### src/rtl/pipe_ctrl_pkg.sv
// pipe_pkg: shared definitions for the pipeline controller.
//   state_t  - controller FSM states (RUN, MC_WAIT)
//   FWD_RF   - EX operand comes from the register file
//   FWD_MEM  - EX operand comes from the EX/MEM result
//   FWD_WB   - EX operand comes from the MEM/WB result
package pipe_pkg;

    typedef enum logic {
        RUN     = 1'b0,
        MC_WAIT = 1'b1
    } state_t;

    localparam logic [1:0] FWD_RF  = 2'b00;
    localparam logic [1:0] FWD_MEM = 2'b01;
    localparam logic [1:0] FWD_WB  = 2'b10;

endpackage

### src/rtl/pipe_ctrl_fwd_sel.sv
// fwd_sel: picks the source of one EX operand.
// Ports:
//   rs            - source register of the operand in EX
//   mem_rd        - destination register in MEM
//   mem_reg_write - MEM instruction writes a register
//   mem_mem_read  - MEM instruction is a load (its data is not ready yet)
//   wb_rd         - destination register in WB
//   wb_reg_write  - WB instruction writes a register
//   sel           - FWD_RF / FWD_MEM / FWD_WB
module fwd_sel
    import pipe_pkg::*;
#(
    parameter int REG_AW = 5
) (
    input  logic [REG_AW-1:0] rs,
    input  logic [REG_AW-1:0] mem_rd,
    input  logic              mem_reg_write,
    input  logic              mem_mem_read,
    input  logic [REG_AW-1:0] wb_rd,
    input  logic              wb_reg_write,
    output logic [1:0]        sel
);

    // The youngest producer wins. A load sitting in MEM matches but cannot
    // forward; it still shadows the older WB value, so the register file is
    // selected (the load-use stall keeps this case from being consumed).
    always_comb begin
        sel = FWD_RF;
        if (rs != '0 && mem_reg_write && mem_rd == rs) begin
            sel = mem_mem_read ? FWD_RF : FWD_MEM;
        end else if (rs != '0 && wb_reg_write && wb_rd == rs) begin
            sel = FWD_WB;
        end
    end

endmodule

### src/rtl/pipe_ctrl.sv
// pipe_ctrl: fetch PC, stall/flush/bubble generation and operand forwarding
// for a 5-stage pipeline with branches resolved in ID and multi-cycle EX ops.
// Build option: PIPE_CTRL_FWD_EN enables forwarding; without it the forward
// selects are tied to the register file and any RAW dependency on EX or MEM
// stalls ID.
// Ports:
//   clk_i, rst_i                  - clock, synchronous active-high reset
//   id_rs1_i/id_rs2_i, id_use_*   - ID sources and their valid flags
//   id_branch_i                   - ID holds a branch/jalr resolved in ID
//   ex_rs1_i/ex_rs2_i             - EX sources (forwarding)
//   ex_rd_i/mem_rd_i/wb_rd_i      - destinations in EX/MEM/WB
//   *_reg_write_i, *_mem_read_i   - stage control flags
//   ex_multi_i                    - multi-cycle op entered EX this cycle
//   redirect_i, redirect_pc_i     - taken control transfer from ID
//   pc_o                          - fetch address
//   stall_o, ifid_flush_o, idex_bubble_o, exmem_bubble_o - pipeline controls
//   fwd_a_o, fwd_b_o              - EX operand selects
module pipe_ctrl
    import pipe_pkg::*;
#(
    parameter int PC_W   = 8,
    parameter int REG_AW = 5,
    parameter int MC_LAT = 4
) (
    input  logic              clk_i,
    input  logic              rst_i,
    input  logic [REG_AW-1:0] id_rs1_i,
    input  logic [REG_AW-1:0] id_rs2_i,
    input  logic              id_use_rs1_i,
    input  logic              id_use_rs2_i,
    input  logic              id_branch_i,
    input  logic [REG_AW-1:0] ex_rs1_i,
    input  logic [REG_AW-1:0] ex_rs2_i,
    input  logic [REG_AW-1:0] ex_rd_i,
    input  logic [REG_AW-1:0] mem_rd_i,
    input  logic [REG_AW-1:0] wb_rd_i,
    input  logic              ex_reg_write_i,
    input  logic              ex_mem_read_i,
    input  logic              mem_reg_write_i,
    input  logic              mem_mem_read_i,
    input  logic              wb_reg_write_i,
    input  logic              ex_multi_i,
    input  logic              redirect_i,
    input  logic [PC_W-1:0]   redirect_pc_i,
    output logic [PC_W-1:0]   pc_o,
    output logic              stall_o,
    output logic              ifid_flush_o,
    output logic              idex_bubble_o,
    output logic              exmem_bubble_o,
    output logic [1:0]        fwd_a_o,
    output logic [1:0]        fwd_b_o
);

    state_t          state;
    logic [3:0]      mc_cnt;
    logic [PC_W-1:0] pc_q;

    logic rs1_live;
    logic rs2_live;
    logic match_ex;
    logic match_mem;
    logic hazard;
    logic [1:0] sel_a;
    logic [1:0] sel_b;

    // x0 is hard-wired zero, so it never creates a dependency.
    assign rs1_live  = id_use_rs1_i && (id_rs1_i != '0);
    assign rs2_live  = id_use_rs2_i && (id_rs2_i != '0);
    assign match_ex  = (rs1_live && id_rs1_i == ex_rd_i) ||
                       (rs2_live && id_rs2_i == ex_rd_i);
    assign match_mem = (rs1_live && id_rs1_i == mem_rd_i) ||
                       (rs2_live && id_rs2_i == mem_rd_i);

`ifdef PIPE_CTRL_FWD_EN
    // With forwarding only a load in EX, or a branch comparing in ID against
    // a value not yet available, has to wait.
    assign hazard = (match_ex && ex_mem_read_i) ||
                    (id_branch_i && ((match_ex && ex_reg_write_i) ||
                                     (match_mem && mem_mem_read_i)));

    fwd_sel #(.REG_AW(REG_AW)) u_fwd_a (
        .rs            (ex_rs1_i),
        .mem_rd        (mem_rd_i),
        .mem_reg_write (mem_reg_write_i),
        .mem_mem_read  (mem_mem_read_i),
        .wb_rd         (wb_rd_i),
        .wb_reg_write  (wb_reg_write_i),
        .sel           (sel_a)
    );

    fwd_sel #(.REG_AW(REG_AW)) u_fwd_b (
        .rs            (ex_rs2_i),
        .mem_rd        (mem_rd_i),
        .mem_reg_write (mem_reg_write_i),
        .mem_mem_read  (mem_mem_read_i),
        .wb_rd         (wb_rd_i),
        .wb_reg_write  (wb_reg_write_i),
        .sel           (sel_b)
    );
`else
    // Without forwarding every in-flight producer in EX or MEM blocks ID; WB
    // is assumed to write the register file before ID reads it.
    logic unused_no_fwd;

    assign hazard = (match_ex && (ex_reg_write_i || ex_mem_read_i)) ||
                    (match_mem && mem_reg_write_i);
    assign sel_a  = FWD_RF;
    assign sel_b  = FWD_RF;
    assign unused_no_fwd = ^{ex_rs1_i, ex_rs2_i, wb_rd_i, wb_reg_write_i,
                             mem_mem_read_i, id_branch_i};
`endif

    // Controller state and fetch PC. MC_WAIT freezes everything upstream of
    // EX for MC_LAT-1 cycles; in RUN a hazard holds the PC, otherwise an ID
    // redirect or the sequential successor is fetched.
    always_ff @(posedge clk_i) begin
        if (rst_i) begin
            state  <= RUN;
            mc_cnt <= '0;
            pc_q   <= '0;
        end else begin
            case (state)
                RUN: begin
                    if (ex_multi_i) begin
                        state  <= MC_WAIT;
                        mc_cnt <= 4'(MC_LAT - 2);
                    end
                    if (!hazard) begin
                        pc_q <= redirect_i ? redirect_pc_i : pc_q + PC_W'(1);
                    end
                end
                MC_WAIT: begin
                    if (mc_cnt == '0) begin
                        state <= RUN;
                    end else begin
                        mc_cnt <= mc_cnt - 4'd1;
                    end
                end
                default: state <= RUN;
            endcase
        end
    end

    // Pipeline controls follow the current state and inputs; reset forces
    // every output low in the reset cycle itself.
    assign pc_o           = rst_i ? '0 : pc_q;
    assign stall_o        = !rst_i && (state == MC_WAIT || hazard);
    assign idex_bubble_o  = !rst_i && state == RUN && hazard;
    assign exmem_bubble_o = !rst_i && state == MC_WAIT;
    assign ifid_flush_o   = !rst_i && state == RUN && !hazard && redirect_i;
    assign fwd_a_o        = rst_i ? FWD_RF : sel_a;
    assign fwd_b_o        = rst_i ? FWD_RF : sel_b;

endmodule

### config.mk
export PLATFORM = sky130hd
export DESIGN_NAME = pipe_ctrl
export DESIGN_NICKNAME = d
export VERILOG_FILES = /design/src/rtl/pipe_ctrl_pkg.sv /design/src/rtl/pipe_ctrl_fwd_sel.sv /design/src/rtl/pipe_ctrl.sv
export SDC_FILE = /design/constraint.sdc
export NUM_CORES = 1
export LEC_CHECK = 0
export ABC_CLOCK_PERIOD_IN_PS = 5400
export BUFFER_PORTS_ARGS = -buffer_cell sky130_fd_sc_hd__clkbuf_2
export CORE_ASPECT_RATIO = 0.7
export CORE_MARGIN = 2
export CORE_UTILIZATION = 41
export CTS_CLUSTER_DIAMETER = 150
export DETAILED_ROUTE_END_ITERATION = 10
export PLACE_DENSITY = 0.81
export SLEW_MARGIN = 0
export SYNTH_ARGS = -nofsm -noshare
export SYNTH_HDL_FRONTEND = slang
export SYNTH_SLANG_ARGS = --single-unit
### constraint.sdc
create_clock -name clk_i -period 5.4 [get_ports clk_i]
set_clock_uncertainty 0.2 [all_clocks]
set_input_delay 1.08 -clock clk_i [delete_from_list [all_inputs] [get_ports clk_i]]
set_output_delay 1.08 -clock clk_i [all_outputs]
set_load 0.02 [all_outputs]
# Word level (Yosys, flattened, before mapping)
# Cells that the tools add are included.
# totals
word_cells	47
out_inout_bits	16
rom_bits	0
latch_bits	0
in_bits	55
n_memories	0
ram_bits	0
reg_bits	13
# op_classes
n_lt_le_gt_ge	0
shift	0
n_div	0
multipliers	0
add_sub_neg	2
n_mux	8
bitwise_logic	2
eq_ne	6
reduce_logical	26
# ops
operator	count
$eq 5x5->1	4
$mux 8	2
$logic_and 1x1->1	14
$reduce_bool 5->1	2
$add 8x1->8 const B	1
$mux 4	2
$pmux 4 s2	1
$logic_or 1x1->1	5
$logic_not 4->1	1
$ne 2x2->1 const B	2
$reduce_and 2->1	2
$sub 4x1->4 const B	1
$logic_not 1->1	2
$mux 1	2
$not 1->1	2
$pmux 1 s2	1

# Logic depth before layout (Yosys ltp)
# depth
ltp_word	9
mapped_depth	7

# Worst setup path before layout
# Ideal clock, no wire load.
# synth_path
kind	input to output
start	in id_rs2_i[1]
end	out ifid_flush_o
path_buffers	1
arrival_time_ns	2.723
stages	5
slack_ns	1.397
cell_sequence	or4_1 o21a_1 buf_6 a221oi_4 nor3b_2
# synth_via
elab_chain_len	9
# synth_lines
element	line	text
start, declared	pipe_ctrl.sv:28	input logic [REG_AW-1:0] id_rs2_i,
$reduce_bool 5->1	pipe_ctrl.sv:68	assign rs2_live = id_use_rs2_i && (id_rs2_i != '0);
$logic_and 1x1->1	pipe_ctrl.sv:68	
$logic_and 1x1->1 (on tied branches)	pipe_ctrl.sv:70, pipe_ctrl.sv:72	
$logic_or 1x1->1 (on tied branches)	pipe_ctrl.sv:69, pipe_ctrl.sv:71	
$logic_and 1x1->1 (on tied branches)	pipe_ctrl.sv:105, pipe_ctrl.sv:106	
$logic_or 1x1->1 (*)	pipe_ctrl.sv:105	assign hazard = (match_ex && (ex_reg_write_i || ex_mem_read_i)) ||
$logic_not 1->1 (*)	pipe_ctrl.sv:150	assign ifid_flush_o = !rst_i && state == RUN && !hazard && redirect_i;
$logic_and 1x1->1 (*) (2 in a row)	pipe_ctrl.sv:150	
end, declared	pipe_ctrl.sv:47	output logic ifid_flush_o,
# Mark *: on every way between the ends. The rest lies on a longest branch, timed or not.

# Final worst setup path
# Ends and elaborated chain as after synthesis.

==> impl_summary.log <==
[metrics] switching part of the total: 0.3242
[metrics] Final Critical Period: ~4.2 ns
[metrics] grt met1 use: 0.2238
[metrics] synthesized area divided by synthesized cell count: around 7.8 µm²
[metrics] clock transition at the registers of the reported paths: ~0.050 ns
[metrics] combined area of the multi-input logic cells: 847.1 µm²
[metrics] startpoint kind of the worst setup timing path: primary input
[metrics] part of the power in combinational logic: 0.323
[metrics] I/O pin count: 71
[metrics] Final Max Tran Viols: 0
[metrics] cell area power density: 198.3 mW/mm²
[metrics] pre-CTS setup slack: between 1 and 1.5 ns
[metrics] Die Y: ~49 µm
[metrics] status: complete, no violations
[metrics] wire length of the first global-routing pass: between 4 and 5 mm
[metrics] Detailed Route Iter0 Violations: 27
[metrics] global router's overall resource usage: 0.1697
[metrics] GR Util met3: 0.03881
[metrics] library cell occupying the most area in the post-synthesis netlist: sky130_fd_sc_hd__dfxtp_1
[metrics] Worst slew margin: 0.6317
[metrics] count of fill cells added during filler insertion: approximately 280
[metrics] Post-Synthesis Cells: ~160
[metrics] critical path arrival: roughly 3.0 ns
[metrics] largest voltage drop on the vdd net: 0.1392 mV
[metrics] DRC violations left: 0
[metrics] fraction of final layout cells with drive strength greater than 1: 0.2778
[metrics] Hold Path Class: flip-flop to flip-flop
[metrics] detailed placement HPWL: approximately 2.2 mm
[metrics] average wire length per cell after detail routing: approximately 12 µm
[metrics] synth unique cells: 34
[metrics] overflow left after global routing: 0
[metrics] switching power total: 95.56 µW
[metrics] CTS Hold Bufs: 0
[metrics] number of setup violations in the final report: 0
[metrics] Slew @ Worst Pin: roughly 0.55 ns
[metrics] antenna violations before repair: 0
[metrics] Buffers on Ports: 48
[metrics] clock tree from TritonCTS: built
[metrics] fmax: between 200 and 250 MHz
[metrics] area share of the leading cell type in the synthesized netlist: 0.2147
[metrics] Period Utilization, post-route: 0.7857
[metrics] share of flip-flops with an asynchronous set or reset: 0
[metrics] leading cell type by number of instances after synthesis: sky130_fd_sc_hd__xor2_1
[metrics] top cells by instance count after synthesis: sky130_fd_sc_hd__xor2_1 (18), sky130_fd_sc_hd__nor2_1 (17), sky130_fd_sc_hd__dfxtp_1 (13)
[metrics] number of iterations in the first detailed-routing pass: 4
[metrics] setup repair after global routing missed its margin: no
[metrics] Clk pwr share: 0.296
[metrics] Post-synth EDFFs: 0
[metrics] antenna diode instance count: 0
[metrics] CTS buffer count: 3
[metrics] top cells by area, synth: sky130_fd_sc_hd__dfxtp_1 (21%), sky130_fd_sc_hd__xor2_1 (13%), sky130_fd_sc_hd__nor2_1 (5.3%), sky130_fd_sc_hd__nand2b_1 (5.2%), sky130_fd_sc_hd__a221oi_1 (5.1%)
[metrics] die footprint: approximately 0.0034 mm²
[metrics] synthesized cell area: ~0.0012 mm²
[metrics] NumNets Final: approximately 260
[metrics] maximum number of pins on one net before global-route repair: 26
[metrics] CP endpoint kind: output pin
[metrics] Bufs on Longest Clock Path: 2
[metrics] wire length reported by the detailed router: 2.767 mm
[metrics] clock sink count: 13
[metrics] weighted congestion at the end of routability-driven global placement: around 0.76
[metrics] Setup Total Neg Slack: 0 ns
[metrics] Final ANT Viol Nets: 0
[metrics] Final WS setup: 1.157 ns
[metrics] highest-utilization routing layer at the global route stage: met2
[metrics] post-DR vias/cell: 5.295
[metrics] synth warn: 0
[metrics] Die X: roughly 69 µm
[metrics] Area growth, synth to finish: 22.60%
[metrics] clock root buffer master: sky130_fd_sc_hd__clkbuf_8
[metrics] required time of the worst setup path: around 4.1 ns
[metrics] area of the core: around 0.0028 mm²
[metrics] design internal power: roughly 200 µW
[metrics] number of flip-flops and latches in the synthesized netlist: 13
[metrics] register area: around 260 µm²
[metrics] top fanout value on the critical path: 10
[metrics] max-cap violations: 0
[metrics] number of cell rows: 16
[metrics] effective utilization at floorplan: 0.4326
[metrics] ys flop type: sky130_fd_sc_hd__dfxtp_1
[metrics] total count of hold-check failures in the final report: 0
[metrics] number of global-route vias before repair: 1,057
[metrics] Leak: between 0.0007 and 0.0008 µW
[metrics] H-tree depth reported by CTS: 1
[metrics] number of resized instances in the post-cts repair step: 0
[metrics] type of the setup path with the least slack: primary input to output pin
[metrics] share of synthesized area occupied by flip-flops and latches: 0.2147
[metrics] part of the power in registers: 0.381
[metrics] Post-CTS Setup Inserts: 0
[metrics] worst-skew pair later-pin latency: between 0.2 and 0.25 ns
[metrics] met2 Use GR: 0.2740
[metrics] total number of vias: approximately 1,200
==> kinds of logic (layout without fill, tap and decap cells) <==
group	Yosys count	in the layout	synth area share
buffers and inverters	24	64	0.09597
other	1	4	0.003093
AND/OR/NAND/NOR	53	53	0.2343
AO/OA/AOI/OAI	39	39	0.2590
flip-flops	13	13	0.2147
multiplexers	2	2	0.02064
adder cells (fa/ha/maj)	2	2	0.02064
XOR/XNOR	21	21	0.1517
==> registers in the layout, indices dropped and copies added, names as in the netlist <==
name / flops
state: 1
pc_q: 8
mc_cnt: 4
==> layer usage <==
metal | wire (µm) | share of wire
met5 | 0 | 0
met4 | 29 | 0.010
met3 | 219 | 0.079
met2 | 1220 | 0.44
met1 | 1298 | 0.47
==> critical path: stages <==
cell	delay, ns
sky130_fd_sc_hd__clkbuf_2	0.11
sky130_fd_sc_hd__or4_1	0.54
sky130_fd_sc_hd__o21a_1	0.32
sky130_fd_sc_hd__a221oi_4	0.29
sky130_fd_sc_hd__buf_4	0.22
sky130_fd_sc_hd__nor3b_2	0.20
sky130_fd_sc_hd__clkbuf_2	0.19
==> placed cells by master, fill, tap and decap left out, types with 2 or more instances in the layout <==
cell type                   instances
sky130_fd_sc_hd__clkbuf_8           3
sky130_fd_sc_hd__nor3_1             5
sky130_fd_sc_hd__nand2b_1          10
sky130_fd_sc_hd__nor4_1             5
sky130_fd_sc_hd__clkbuf_2          48
sky130_fd_sc_hd__a22oi_1            5
sky130_fd_sc_hd__and3_1             2
sky130_fd_sc_hd__nor2_1            17
sky130_fd_sc_hd__xor2_1            18
sky130_fd_sc_hd__conb_1             4
sky130_fd_sc_hd__o21a_1             2
sky130_fd_sc_hd__a21oi_1            7
sky130_fd_sc_hd__inv_1             11
sky130_fd_sc_hd__nor2b_1            3
sky130_fd_sc_hd__a32o_1             2
sky130_fd_sc_hd__a221oi_1           7
sky130_fd_sc_hd__a21o_1             2
sky130_fd_sc_hd__ha_1               2
sky130_fd_sc_hd__o21bai_1           5
sky130_fd_sc_hd__o2bb2ai_1          7
sky130_fd_sc_hd__xnor2_1            3
sky130_fd_sc_hd__dfxtp_1           13
sky130_fd_sc_hd__or4_1              2
sky130_fd_sc_hd__nand2_1            3
sky130_fd_sc_hd__nand3_1            3
==> final timing paths <==
kind / from / endpoint / slack [ns] / cells past startpoint
max: id_rs2_i[1] / ifid_flush_o / 1.16 / 7
min: mc_cnt[0]$_SDFFE_PP0P_ / mc_cnt[0]$_SDFFE_PP0P_ / 0.29 / 2
max reg2reg: state$_SDFF_PP0_ / mc_cnt[3]$_SDFFE_PP0P_ / 3.61 / 4
min reg2reg: mc_cnt[0]$_SDFFE_PP0P_ / mc_cnt[0]$_SDFFE_PP0P_ / 0.29 / 2
==> power by group through the flow <==
stage / Combinational [µW] / Sequential, µW / Clock (µW)
after CTS: 95.7 / 112 / 90.0
after floorplan: 67.9 / 111 / 0
after global placement: 93.7 / 114 / 0
after global routing: 106 / 114 / 95.1
final: 95.1 / 112 / 87.2
after detailed placement: 95.2 / 114 / 0
==> area by class of cell <==
| type | count | area share |
|---|---|---|
| flip-flops and latches | 13 | 0.1751 |
| inverters | 11 | 0.02778 |
| clock buffers | 4 | 0.03030 |
| well taps | 36 | 0.03030 |
| multi-input cells | 121 | 0.5699 |
| repair buffers | 49 | 0.1667 |
==> stage by stage <==
step / utilization / instances / hold slack (ns) / cell area [µm²] / total power [µW]
6_report: 0.5304 / 234 / 0.2947 / 1486 / 294.8
5_1_grt: 0.5304 / 234 / 0.3212 / 1486 / 314.6
4_1_cts: 0.5304 / 234 / 0.3021 / 1486 / 297.9
3_5_place_dp: 0.5143 / 230 / 0.2936 / 1441 / 209.4
3_3_place_gp: 0.5143 / 230 / 0.2735 / 1441 / 207.5
2_1_floorplan: - / 158 / 0.2566 / 1224 / 178.9
(Power assumes the default switching activity.)
